File: src/rtl/mc_control_unit_v2.sv
// mc_control_unit_v2: multi-cycle control FSM for the MIPS-subset CPU.
// Drives datapath strobes and mux selects through IF/ID/EX/MEM/WB. It waits
// on a variable-latency memory, times out stalled accesses into ERR, traps or
// skips illegal instructions, and counts retired instructions.
//
// Handshake: memory requests (mem_read / mem_write) are held high for as long
// as the FSM sits in IF or MEM. An access completes on the cycle mem_ready is
// high while the request is up. The FSM takes no other handshake inputs.
module mc_control_unit_v2 #(
  parameter int OPCODE_W     = 6,
  parameter int FUNCT_W      = 6,
  parameter int ALU_OP_W     = 4,
  parameter int CNT_W        = 32,
  parameter int TIMEOUT      = 16,
  parameter int ILLEGAL_TRAP = 1
) (
  input  logic                clk,
  input  logic                rst_n,
  input  logic [OPCODE_W-1:0] opcode,
  input  logic [FUNCT_W-1:0]  funct,
  input  logic                zero,
  input  logic                mem_ready,
  output logic [2:0]          state,
  output logic                pc_write,
  output logic [1:0]          pc_src,
  output logic                ir_write,
  output logic                ab_write,
  output logic                alu_out_write,
  output logic                mdr_write,
  output logic                mem_read,
  output logic                mem_write,
  output logic                reg_write,
  output logic                reg_dst,
  output logic                mem_to_reg,
  output logic [ALU_OP_W-1:0] alu_op,
  output logic                alu_src_a,
  output logic [1:0]          alu_src_b,
  output logic                retire,
  output logic                err,
  output logic [CNT_W-1:0]    instr_count
);

  typedef enum logic [2:0] {
    S_INIT = 3'd0,
    S_IF   = 3'd1,
    S_ID   = 3'd2,
    S_EX   = 3'd3,
    S_MEM  = 3'd4,
    S_WB   = 3'd5,
    S_ERR  = 3'd7
  } state_t;

  localparam logic [OPCODE_W-1:0] OP_R    = OPCODE_W'(0);
  localparam logic [OPCODE_W-1:0] OP_J    = OPCODE_W'(2);
  localparam logic [OPCODE_W-1:0] OP_BEQ  = OPCODE_W'(4);
  localparam logic [OPCODE_W-1:0] OP_BNE  = OPCODE_W'(5);
  localparam logic [OPCODE_W-1:0] OP_ADDI = OPCODE_W'(8);
  localparam logic [OPCODE_W-1:0] OP_ORI  = OPCODE_W'(13);
  localparam logic [OPCODE_W-1:0] OP_LW   = OPCODE_W'(35);
  localparam logic [OPCODE_W-1:0] OP_SW   = OPCODE_W'(43);

  localparam logic [FUNCT_W-1:0] FN_ADD = FUNCT_W'(32);
  localparam logic [FUNCT_W-1:0] FN_SUB = FUNCT_W'(34);
  localparam logic [FUNCT_W-1:0] FN_AND = FUNCT_W'(36);
  localparam logic [FUNCT_W-1:0] FN_OR  = FUNCT_W'(37);
  localparam logic [FUNCT_W-1:0] FN_SLT = FUNCT_W'(42);

  localparam logic [ALU_OP_W-1:0] ALU_ADD = ALU_OP_W'(0);
  localparam logic [ALU_OP_W-1:0] ALU_SUB = ALU_OP_W'(1);
  localparam logic [ALU_OP_W-1:0] ALU_AND = ALU_OP_W'(2);
  localparam logic [ALU_OP_W-1:0] ALU_OR  = ALU_OP_W'(3);
  localparam logic [ALU_OP_W-1:0] ALU_SLT = ALU_OP_W'(4);

  // Wait counter only needs to reach TIMEOUT-1; timeout fires at that value.
  localparam int WAIT_W = (TIMEOUT > 1) ? $clog2(TIMEOUT) : 1;
  localparam logic [WAIT_W-1:0] TO_LAST = (TIMEOUT > 0) ? WAIT_W'(TIMEOUT - 1) : '0;
  localparam bit TRAP = (ILLEGAL_TRAP != 0);

  state_t              state_q;
  state_t              state_nxt;
  logic [WAIT_W-1:0]   wait_cnt;
  logic [CNT_W-1:0]    instr_count_q;
  logic                waiting;
  logic                timeout_hit;
  logic                funct_ok;
  logic [ALU_OP_W-1:0] r_alu_op;

  assign state       = state_q;
  assign instr_count = instr_count_q;
  assign err         = (state_q == S_ERR);
  assign waiting     = ((state_q == S_IF) || (state_q == S_MEM)) && !mem_ready;
  assign timeout_hit = (TIMEOUT != 0) && !mem_ready && (wait_cnt == TO_LAST);

  // R-type funct decode to ALU opcode, flagging unknown funct codes.
  always_comb begin
    funct_ok = 1'b1;
    r_alu_op = ALU_ADD;
    case (funct)
      FN_ADD:  r_alu_op = ALU_ADD;
      FN_SUB:  r_alu_op = ALU_SUB;
      FN_AND:  r_alu_op = ALU_AND;
      FN_OR:   r_alu_op = ALU_OR;
      FN_SLT:  r_alu_op = ALU_SLT;
      default: funct_ok = 1'b0;
    endcase
  end

  // Per-state strobes, mux selects and next-state selection.
  always_comb begin
    state_nxt     = state_q;
    pc_write      = 1'b0;
    pc_src        = 2'd0;
    ir_write      = 1'b0;
    ab_write      = 1'b0;
    alu_out_write = 1'b0;
    mdr_write     = 1'b0;
    mem_read      = 1'b0;
    mem_write     = 1'b0;
    reg_write     = 1'b0;
    reg_dst       = 1'b0;
    mem_to_reg    = 1'b0;
    alu_op        = ALU_ADD;
    alu_src_a     = 1'b0;
    alu_src_b     = 2'd0;
    retire        = 1'b0;
    case (state_q)
      S_INIT: state_nxt = S_IF;
      S_IF: begin
        mem_read  = 1'b1;
        alu_src_b = 2'd1;
        ir_write  = mem_ready;
        pc_write  = mem_ready;
        if (mem_ready)        state_nxt = S_ID;
        else if (timeout_hit) state_nxt = S_ERR;
      end
      S_ID: begin
        // Branch target PC + (imm << 2) is precomputed into ALU-out here.
        ab_write      = 1'b1;
        alu_out_write = 1'b1;
        alu_src_b     = 2'd3;
        case (opcode)
          OP_J: begin
            pc_write  = 1'b1;
            pc_src    = 2'd2;
            retire    = 1'b1;
            state_nxt = S_IF;
          end
          OP_R, OP_ADDI, OP_ORI, OP_LW, OP_SW, OP_BEQ, OP_BNE: state_nxt = S_EX;
          default: begin
            retire    = ~TRAP;
            state_nxt = TRAP ? S_ERR : S_IF;
          end
        endcase
      end
      S_EX: begin
        case (opcode)
          OP_R: begin
            if (funct_ok) begin
              alu_src_a     = 1'b1;
              alu_op        = r_alu_op;
              alu_out_write = 1'b1;
              state_nxt     = S_WB;
            end else begin
              retire    = ~TRAP;
              state_nxt = TRAP ? S_ERR : S_IF;
            end
          end
          OP_ADDI, OP_LW, OP_SW: begin
            alu_src_a     = 1'b1;
            alu_src_b     = 2'd2;
            alu_out_write = 1'b1;
            state_nxt     = (opcode == OP_ADDI) ? S_WB : S_MEM;
          end
          OP_ORI: begin
            alu_src_a     = 1'b1;
            alu_src_b     = 2'd2;
            alu_op        = ALU_OR;
            alu_out_write = 1'b1;
            state_nxt     = S_WB;
          end
          OP_BEQ, OP_BNE: begin
            alu_src_a = 1'b1;
            alu_op    = ALU_SUB;
            pc_src    = 2'd1;
            pc_write  = (opcode == OP_BEQ) ? zero : !zero;
            retire    = 1'b1;
            state_nxt = S_IF;
          end
          default: begin
            retire    = ~TRAP;
            state_nxt = TRAP ? S_ERR : S_IF;
          end
        endcase
      end
      S_MEM: begin
        if (opcode == OP_LW) begin
          mem_read  = 1'b1;
          mdr_write = mem_ready;
          if (mem_ready)        state_nxt = S_WB;
          else if (timeout_hit) state_nxt = S_ERR;
        end else if (opcode == OP_SW) begin
          mem_write = 1'b1;
          retire    = mem_ready;
          if (mem_ready)        state_nxt = S_IF;
          else if (timeout_hit) state_nxt = S_ERR;
        end else begin
          state_nxt = S_IF;
        end
      end
      S_WB: begin
        reg_write  = 1'b1;
        retire     = 1'b1;
        reg_dst    = (opcode == OP_R);
        mem_to_reg = (opcode == OP_LW);
        state_nxt  = S_IF;
      end
      S_ERR:   state_nxt = S_ERR;
      default: state_nxt = S_ERR;
    endcase
  end

  // State register, memory wait counter and retired-instruction counter.
  always_ff @(posedge clk or negedge rst_n) begin
    if (!rst_n) begin
      state_q       <= S_INIT;
      wait_cnt      <= '0;
      instr_count_q <= '0;
    end else begin
      state_q <= state_nxt;
      if (state_nxt != state_q) wait_cnt <= '0;
      else if (waiting)         wait_cnt <= wait_cnt + WAIT_W'(1);
      if (retire) instr_count_q <= instr_count_q + CNT_W'(1);
    end
  end

endmodule

File: config.mk
export PLATFORM = sky130hd
export DESIGN_NAME = mc_control_unit_v2
export DESIGN_NICKNAME = d
export VERILOG_FILES = /design/src/rtl/mc_control_unit_v2.sv
export SDC_FILE = /design/constraint.sdc
export NUM_CORES = 1
export LEC_CHECK = 0
export ABC_CLOCK_PERIOD_IN_PS = 2850
export CAP_MARGIN = 0
export CELL_PAD_IN_SITES_DETAIL_PLACEMENT = 1
export CELL_PAD_IN_SITES_GLOBAL_PLACEMENT = 1
export CORE_MARGIN = 4
export CORE_UTILIZATION = 30
export DETAILED_ROUTE_END_ITERATION = 8
export GPL_ROUTABILITY_DRIVEN = 0
export GPL_TIMING_DRIVEN = 1
export PLACE_DENSITY_LB_ADDON = 0.1
export SYNTH_ARGS = -nofsm -noshare
export SYNTH_HDL_FRONTEND = slang
export SYNTH_SLANG_ARGS = --single-unit
File: constraint.sdc
create_clock -name clk -period 2.85 [get_ports clk]
set_input_delay 0.57 -clock clk [delete_from_list [all_inputs] [get_ports clk]]
set_output_delay 0.57 -clock clk [all_outputs]
set_load 0.02 [all_outputs]
Word level (Yosys, flattened, before mapping)
Index checks and enable logic that the tools add are counted.
{"block": "word_totals", "ff_bits": 39, "out_inout_bits": 56, "wordCells": 88}
{"block": "op_classes", "addsub": 2, "eq_ne": 20, "muxes": 48, "reduce_logical": 15}
{"operator": "== test 6 bit, second input constant", "count": 7}
{"operator": "adder 32 x 1 -> 32 bit, second input constant", "count": 1}
{"operator": "one-hot mux 3 bit (4 select lines)", "count": 2}
{"operator": "2-to-1 mux 1 bit", "count": 22}
{"operator": "2-to-1 mux 3 bit", "count": 6}
{"operator": "2-to-1 mux 4 bit", "count": 4}
{"operator": "one-hot mux 3 bit (5 select lines)", "count": 1}
{"operator": "== test 6 x 3 -> 1 bit, second input constant", "count": 2}
{"operator": "== test 6 x 4 -> 1 bit, second input constant", "count": 2}
{"operator": "one-hot mux 4 bit (3 select lines)", "count": 1}
{"operator": "== test 3 bit, second input constant", "count": 3}
{"operator": "one-hot mux 1 bit (2 select lines)", "count": 4}
{"operator": "OR reduction 7 bit", "count": 1}
{"operator": "== test 3 x 2 -> 1 bit, second input constant", "count": 2}
{"operator": "== test 6 x 2 -> 1 bit, second input constant", "count": 1}
{"operator": "logical NOT 6 bit", "count": 1}
{"operator": "2-to-1 mux 2 bit", "count": 3}
{"operator": "one-hot mux 2 bit (3 select lines)", "count": 1}
{"operator": "one-hot mux 3 bit (2 select lines)", "count": 1}
{"operator": "OR reduction 6 bit", "count": 1}
{"operator": "OR reduction 5 bit", "count": 1}
{"operator": "adder 4 x 1 -> 4 bit, second input constant", "count": 1}
{"operator": "== test 4 bit, second input constant", "count": 1}
{"operator": "one-hot mux 1 bit (4 select lines)", "count": 1}
{"operator": "other kinds (12)", "count": 15}

Depth between registers and ports, before layout
Gate-level depths: netlist of the first run.
{"block": "logic_depth", "ltp_word": 9, "ltp_mapped": 9, "ltp_nobuf": 8}

Worst setup path before layout of the first run
No wires, ideal clock.
{"block": "synth_path", "path_kind": "reg-to-output", "start": "reg state_q[0], in the netlist state[0]", "end": "out pc_write", "arrival_time_ps": 2306, "required_ps": 2280, "slack_ps": -26, "stages_incl_launch_ff": 7, "cell_sequence": "dfrtp_1 buf_2 clkbuf_1 nand2_1 nor3_1 a211oi_1 a21oi_1"}
{"block": "synth_via", "elab_chain_cells": 2, "elab_cells_between_ends": 4}
{"item": "start, declared", "line_no": "79", "text": "state_t state_q;"}
{"item": "start signal, assigned", "line_no": "229", "text": "state_q <= state_nxt;"}
{"item": "== test 3 x 2 -> 1 bit / == test 3 x 1 -> 1 bit (equally long branches)", "line_no": "126", "text": "case (state_q)"}
{"item": "one-hot mux 1 bit (3 select lines) (*)", "line_no": "126"}
{"item": "end, declared", "line_no": "24", "text": "output logic pc_write,"}
Mark *: on every way between the ends. The rest lies on a longest branch, timed or not.

Worst setup path after layout of the first run
{"block": "layout_path", "start": "in opcode[3]", "end": "out alu_op[2]"}
{"block": "layout_via", "elab_chain_cells": 4, "elab_cells_between_ends": 7}
{"item": "start, declared", "line_no": "19", "text": "input logic [OPCODE_W-1:0] opcode,"}
{"item": "== test 6 x 3 -> 1 bit", "line_no": "156", "text": "case (opcode)"}
{"item": "OR reduction 2 bit", "line_no": "156"}
{"item": "one-hot mux 4 bit (3 select lines) (*)", "line_no": "156"}
{"item": "2-to-1 mux 4 bit (*)", "line_no": "126"}
{"item": "end, declared", "line_no": "35", "text": "output logic [ALU_OP_W-1:0] alu_op,"}
Marked as above.

==> results of run 1 <==
-- where the power goes --
| group | internal (W) | switching (W) |
|---|---|---|
| Clock | 0.000261 | 0.000204 |
| Combinational | 0.000568 | 0.000690 |
| Sequential | 0.000613 | 0.0000849 |
-- kinds of logic (layout without fill, tap and decap cells) --
logic type	Yosys count	in the layout	synth area share
compound gates	31	31	0.1027
simple gates	125	125	0.3011
buf+inv	21	130	0.03593
xor+xnor	37	37	0.1311
fa+ha+maj	4	4	0.02024
other cells	1	1	0.001517
mux	3	3	0.01265
flops	39	39	0.3947
-- repair_timing --
item,CTS,global route
hold buffers,0,0
setup endpoints to repair,15,14
pin swaps,3,5
gates resized for setup,50,16
-- path summary, 6_finish.rpt --
kind	slack, ns	startpoint	cells after the start	endpoint
worst max register to register	0.55	state[0]	7	wait_cnt[1]
worst min register to register	0.48	instr_count[31]	1	instr_count[31]
max in group asynchronous	1.83	rst_n	1	state[0]
worst min-delay path	0.40	rst_n	1	instr_count[20]
min in group clk	0.48	instr_count[31]	1	instr_count[31]
worst max-delay path	0.06	opcode[3]	8	alu_op[2]
-- flip-flops by register name, summed over array words and instances (netlist names) --
signal and flops:
instr_count 32, wait_cnt 4, state 3
-- stage by stage --
step	utilization	total power, W	area (um2)
after floorplan	-	0.001412	2477
after global placement	0.4521	0.001971	3566
after detailed placement	0.4521	0.001991	3566
after CTS	0.4629	0.002455	3651
after global routing	0.4656	0.002597	3672
final	0.4656	0.002420	3672
-- critical path, stage by stage --
cell and delay [ns]:
dlygate4sd2_1 0.27, or3_4 0.39, nor4_4 0.24, buf_4 0.17, nand2_1 0.08, buf_4 0.13, nor2_1 0.09, clkdlybuf4s15_2 0.27
-- routing by layer --
metal | vias up | part of all wire | routed length, um
met5 | - | 0 | 0
met1 | 1153 | 0.46 | 3360
met3 | 2 | 0.028 | 205
met4 | 0 | 0.0037 | 27
li1 | 1152 | - | -
met2 | 30 | 0.51 | 3682
-- layout make-up --
type,instances,area [um2]
Clock buffer,5,68.82
Multi-Input combinational cell,201,1445
Timing Repair Buffer,112,970.9
Tap cell,102,127.6
Sequential cell,39,977.2
Fill cell,918,4215
Inverter,10,38.79
Clock inverter,3,43.79
-- Yosys cell counts (all sizes together) (3+ instances only) --
master  instances
a21oi           6
nor2           18
buf             6
and3            6
and4            5
dfrtp          39
xor2           10
nor4            5
or3             3
nor2b           9
inv             9
nor3           16
clkbuf          5
nand4          15
xnor2          27
ha              4
o311ai          3
a211oi          5
nand2b          5
o21ai           5
nand3          11
and2            3
nand2          20
==> metrics, run 1 <==
share of the synthesized area in the top cell type 0.3947; GR peak layer met2; CTS tree built; status completed; Post-synth top flop dfrtp_1; met3 Track Usage GR 0.02689; CTS buffer count 5; Final WS setup 0.06160 ns; DP Cell Count roughly 460; clock sink count 39; GRT overflow 0; Yosys warning count 0; largest net degree at the start of global routing 40; final hold violations 0; RSZ-0062 raised after global routing yes; leading area contributor after synthesis dfrtp_1; PortBufs 70; Clock Latency Late Sink 0.28 ns; clock-pin slew on the worst setup and hold paths 0.08 ns; Final TNS setup 0 ns; period utilization 0.9784; first-pass GRT wire length approximately 12 mm; Hold WS between 0.4 and 0.5 ns; CP Capture Type output pin; GRT Overall Usage 0.1534; commonest cells after routing, fill and taps aside clkdlybuf4s50_1 (49), buf_4 (46), dfrtp_1 (38); Seq/Total Area, Yosys 0.3947; Die ar. 9757 um2; CTS max path bufs 2; Row Count 32; initial antenna violation count 0; Critical Path Fanout Max 4; Syn Std Cell Area ~2500 um2; vias per cell slightly below 5; measured slew at the worst slew-check pin around 0.9 ns; detailed-route wire length per cell 15.41 um; GR Layer Usage met1 0.2086; wirelength, routed between 7 and 8 mm; Max IR drop VDD between 0.3 and 0.4 mV; antenna cell count 0; Worst EP arrival approximately 2.2 ns; post-route ant nets 0; worst min-delay path category in -> async; crit path kind in -> out; Distinct cells, synth 50; Area Overhead vs Synth 48.53%; vias in the first global route 2494; H-tree depth 2; Detailed Route Iter0 Violations 42; Setup Fix Bufs, Post-CTS 0; CP Launch Type input pin; IO Count between 70 and 80; root buffer cell clkbuf_8; number of synthesized flops with an enable pin 0; synth top area cells dfrtp_1 (39%), xnor2_1 (9.6%), nand4_1 (3.8%); Place WS -0.5316 ns; Avg Cell Area, Syn roughly 9.5 um2; pwr/cell area about 660 nW/um2; Die Ht just under 100 um; placeable core region roughly 7900 um2; max frequency ~360 MHz; share of layout cells above drive strength 1 0.2297; Final Max Tran Viols 0; Cells after Synth approximately 260; Slew HR 0.4050; die width between 90 and 100 um; #FFs+latches synth 39; # nets final ~390; Post-Syn Nets around 280; Post-DP HPWL 5.926 mm; drt drc 0; Max-cap violations 0; ys async rst share 1.000; Layout Skew roughly 0.0036 ns; met2 Use GR 0.2608; Crit path required time approximately 2.3 ns; P_leak about 1.6 nW; final setup fails 0; most common cell after layout, fill and taps aside clkdlybuf4s50_1; TritonRoute pass-1 iters 4; clock period minus worst slack roughly 2.8 ns; routed via count between 2000 and 2500; effective utilization at floorplan 0.3135; fin cells 472
(Power assumes the default switching activity.)
==> run 2, diff against run 1 <==
--- a/config.mk
+++ b/config.mk
@@ -5,6 +5,7 @@
 export SDC_FILE = /design/constraint.sdc
 export NUM_CORES = 1
 export LEC_CHECK = 0
+export ABC_AREA = 1
 export ABC_CLOCK_PERIOD_IN_PS = 2850
 export CAP_MARGIN = 0
 export CELL_PAD_IN_SITES_DETAIL_PLACEMENT = 1
@@ -15,6 +16,7 @@
 export GPL_ROUTABILITY_DRIVEN = 0
 export GPL_TIMING_DRIVEN = 1
 export PLACE_DENSITY_LB_ADDON = 0.1
+export SKIP_LAST_GASP = 1
 export SYNTH_ARGS = -nofsm -noshare
 export SYNTH_HDL_FRONTEND = slang
 export SYNTH_SLANG_ARGS = --single-unit
==> constraint.sdc (replaced) <==
create_clock -name clk -period 2.85 [get_ports clk]
set_input_delay 0.4275 -clock clk [delete_from_list [all_inputs] [get_ports clk]]
set_output_delay 0.4275 -clock clk [all_outputs]
set_load 0.02 [all_outputs]
==> run 2 against run 1 <==
Compared with the run above: register-to-register slack improved by 0.06 ns; global-route usage increased by 2.9 points; synthesized cell count increased by 65%; wire length increased by 36%; clock power increased by 6.7%; cell count increased by 39%; sequential cell count unchanged; clock-buffer cell count increased by 1; die area increased by 18%; area after synthesis increased by 20%; critical path type unchanged.
==> metrics, run 2 <==
delay-heaviest family, CP buffers and inverters (unchanged); Worst EP arrival 2.29 ns (was 2.22 ns); #FFs+latches synth 39 (unchanged); # nets final 541 (was 389); largest net degree at the start of global routing 40 (unchanged); die width 107.5 um (was 98.78 um); DP Cell Count 647 (was 464); Clock Latency Late Sink 0.30 ns (was 0.28 ns); leading area contributor after synthesis dfrtp_1 (unchanged); Die ar. 11560 um2 (was 9757 um2); ys async rst share 1.000 (unchanged); Layout Skew 0.007219 ns (was 0.003610 ns); Max IR drop VDD 0.3498 mV (was 0.3948 mV); most common cell in the netlist nand2_1 (was dfrtp_1); placeable core region 9729 um2 (was 7888 um2); clock-pin slew on the worst setup and hold paths 0.08 ns (about the same); cts hold-fix bufs 0 (unchanged); CTS buffer count 5 (unchanged); Hold WS 0.2493 ns (was 0.4008 ns); CP most frequent cell clkdlybuf4s50_1 (was buf_4); Row Count 36 (was 32); most common cell after layout, fill and taps aside nand2_1 (was clkdlybuf4s50_1); share of the synthesized area in the top cell type 0.3284 (was 0.3947); Max-cap violations 0 (unchanged); IO Count 72 (unchanged); Final WS setup 0.1317 ns (was 0.06160 ns); routed via count 3106 (was 2337); clock period minus worst slack 2.718 ns (was 2.788 ns); max frequency 367.9 MHz (was 358.6 MHz); fin cells 655 (was 472); initial antenna violation count 0 (unchanged); share of layout cells above drive strength 1 0.1092 (was 0.2297); final hold violations 0 (unchanged); Setup Fix Bufs, Post-CTS 0 (unchanged); GRT Overall Usage 0.1819 (was 0.1534); H-tree depth 2 (unchanged); Crit path required time 2.42 ns (was 2.28 ns); Post-synth top flop dfrtp_1 (unchanged); synth top area cells dfrtp_1 (33%), nand2_1 (15%), xor2_1 (7.4%) (was dfrtp_1 (39%), xnor2_1 (9.6%), nand4_1 (3.8%)); wirelength, routed 9.928 mm (was 7.275 mm); commonest cells after routing, fill and taps aside nand2_1 (120), clkdlybuf4s50_1 (58), inv_1 (57) (was clkdlybuf4s50_1 (49), buf_4 (46), dfrtp_1 (38)); Final TNS setup 0 ns (unchanged); Cells after Synth 431 (was 261); post-route ant nets 0 (unchanged); GRT overflow 0 (unchanged); status completed (unchanged); first-pass GRT wire length 16.65 mm (was 12.47 mm); critical path's slowest cell clkdlybuf4s50_1 (was or3_4); CTS max path bufs 2 (unchanged); Place WS -0.2194 ns (was -0.5316 ns); Distinct cells, synth 37 (was 50); TritonRoute pass-1 iters 4 (unchanged); clock sink count 39 (unchanged); crit path kind in -> out (unchanged); Yosys warning count 0 (unchanged); RSZ-0062 raised after global routing no (was yes); Detailed Route Iter0 Violations 92 (was 42); CTS tree built (unchanged); vias in the first global route 3339 (was 2494); most frequent cells after synthesis nand2_1 (120), inv_1 (57), nor2_1 (54) (was dfrtp_1 (39), xnor2_1 (27), nand2_1 (20)); detailed-route wire length per cell 15.16 um (was 15.41 um); Seq/Total Area, Yosys 0.3284 (was 0.3947); antenna cell count 0 (unchanged); Post-Syn Nets 451 (was 281); Post-CTS Resized 6 (was 50); CP peak stage delay 0.65 ns (was 0.39 ns); final setup fails 0 (unchanged); worst min-delay path category in -> async (unchanged); Area Overhead vs Synth 35.92% (was 48.53%); Die Ht 107.5 um (was 98.78 um); period utilization 0.9538 (was 0.9784); Slew HR 0.3837 (was 0.4050); root buffer cell clkbuf_8 (unchanged); drt drc 0 (unchanged); CP Launch Type input pin (unchanged); effective utilization at floorplan 0.3054 (was 0.3135); PortBufs 70 (unchanged); Post-DP HPWL 8.062 mm (was 5.926 mm); max reg flops 32 (unchanged); measured slew at the worst slew-check pin 0.9244 ns (was 0.8925 ns); post-layout util 0.4151 (was 0.4656); CP Capture Type output pin (unchanged); Avg Cell Area, Syn 6.895 um2 (was 9.473 um2); pwr/cell area 739.8 nW/um2 (was 659.1 nW/um2); buffer and inverter count on the worst path 4 (unchanged); P_leak 1.947 nW (was 1.598 nW); worst path cell trace clkdlybuf4s50_1 -> nand2_1 -> inv_1 -> nand3_1 -> buf_4 -> nor3_1 -> clkdlybuf4s50_1 (was dlygate4sd2_1 -> or3_4 -> nor4_4 -> buf_4 -> nand2_1 -> buf_4 -> nor2_1 -> clkdlybuf4s15_2); Syn Std Cell Area 2972 um2 (was 2472 um2); vias per cell 4.742 (was 4.951); Final Max Tran Viols 0 (unchanged); Critical Path Fanout Max 4 (unchanged); number of synthesized flops with an enable pin 0 (unchanged)
-- run 2: changes by cell type in the layout (fill, tap and decap cells not counted), sizes merged, moves of 7 or more --
cell / delta
nand2: +104
inv: +52
nor2: +44
buf: -31
xnor2: -21
nand3: +18
o21ai: +18
xor2: +15
clkdlybuf4s50: +9
nor2b: -9
nor3: +7
-- run 2: cells by family (layout without fill, tap and decap cells) --
kind of cell | after synthesis | in the layout | synth area share
xor gates and xnor gates | 31 | 31 | 0.09137
and+or+nand+nor | 260 | 260 | 0.4021
muxes | 1 | 1 | 0.003369
buffers and inverters | 66 | 157 | 0.09516
adders and majority gates | 4 | 4 | 0.01684
AOI/OAI and AO/OA | 29 | 29 | 0.06148
DFF | 39 | 39 | 0.3284
other | 1 | 1 | 0.001262
-- run 2: cell type report --
class / instances / area [um2]
Multi-Input combinational cell: 326 / 1713
Tap cell: 133 / 166.4
Clock buffer: 6 / 82.58
Sequential cell: 39 / 975.9
Fill cell: 1273 / 5690
Inverter: 61 / 236.5
Timing Repair Buffer: 88 / 829.5
Clock inverter: 2 / 35.03
-- run 2: path summary, 6_finish.rpt --
path / from / end / slack, ns / cells past startpoint
min in group clk: instr_count[4] / instr_count[4] / 0.52 / 1
worst max-delay path: opcode[0] / mem_write / 0.13 / 7
worst min-delay path: rst_n / wait_cnt[2] / 0.25 / 1
max in group asynchronous: rst_n / instr_count[23] / 2.01 / 1
worst max register to register: state[2] / instr_count[15] / 0.61 / 10
worst min register to register: instr_count[4] / instr_count[4] / 0.52 / 1
-- run 2: report_power, final --
| part | leakage, nW | internal, W | switching [W] |
|---|---|---|---|
| clock | 0.0612 | 0.000284 | 0.000213 |
| sequential | 0.501 | 0.000683 | 0.000163 |
| combinational | 1.39 | 0.000632 | 0.00101 |
| total | 1.95 | 0.00160 | 0.00139 |
-- run 2: metal layers --
metal	vias up	GRT usage	wire [um]
li1	1549	-	-
met1	1493	0.2113	4277
met2	57	0.3437	5230
met3	7	0.03059	307
met4	0	0.04418	113
met5	-	0	0
-- run 2: per-stage QoR --
stage / total power, W / area [um2]
global placement: 0.002515 / 3923
detailed placement: 0.002536 / 3923
floorplan: 0.001880 / 2972
global route: 0.003249 / 4039
finish: 0.002988 / 4039
CTS: 0.003048 / 4033
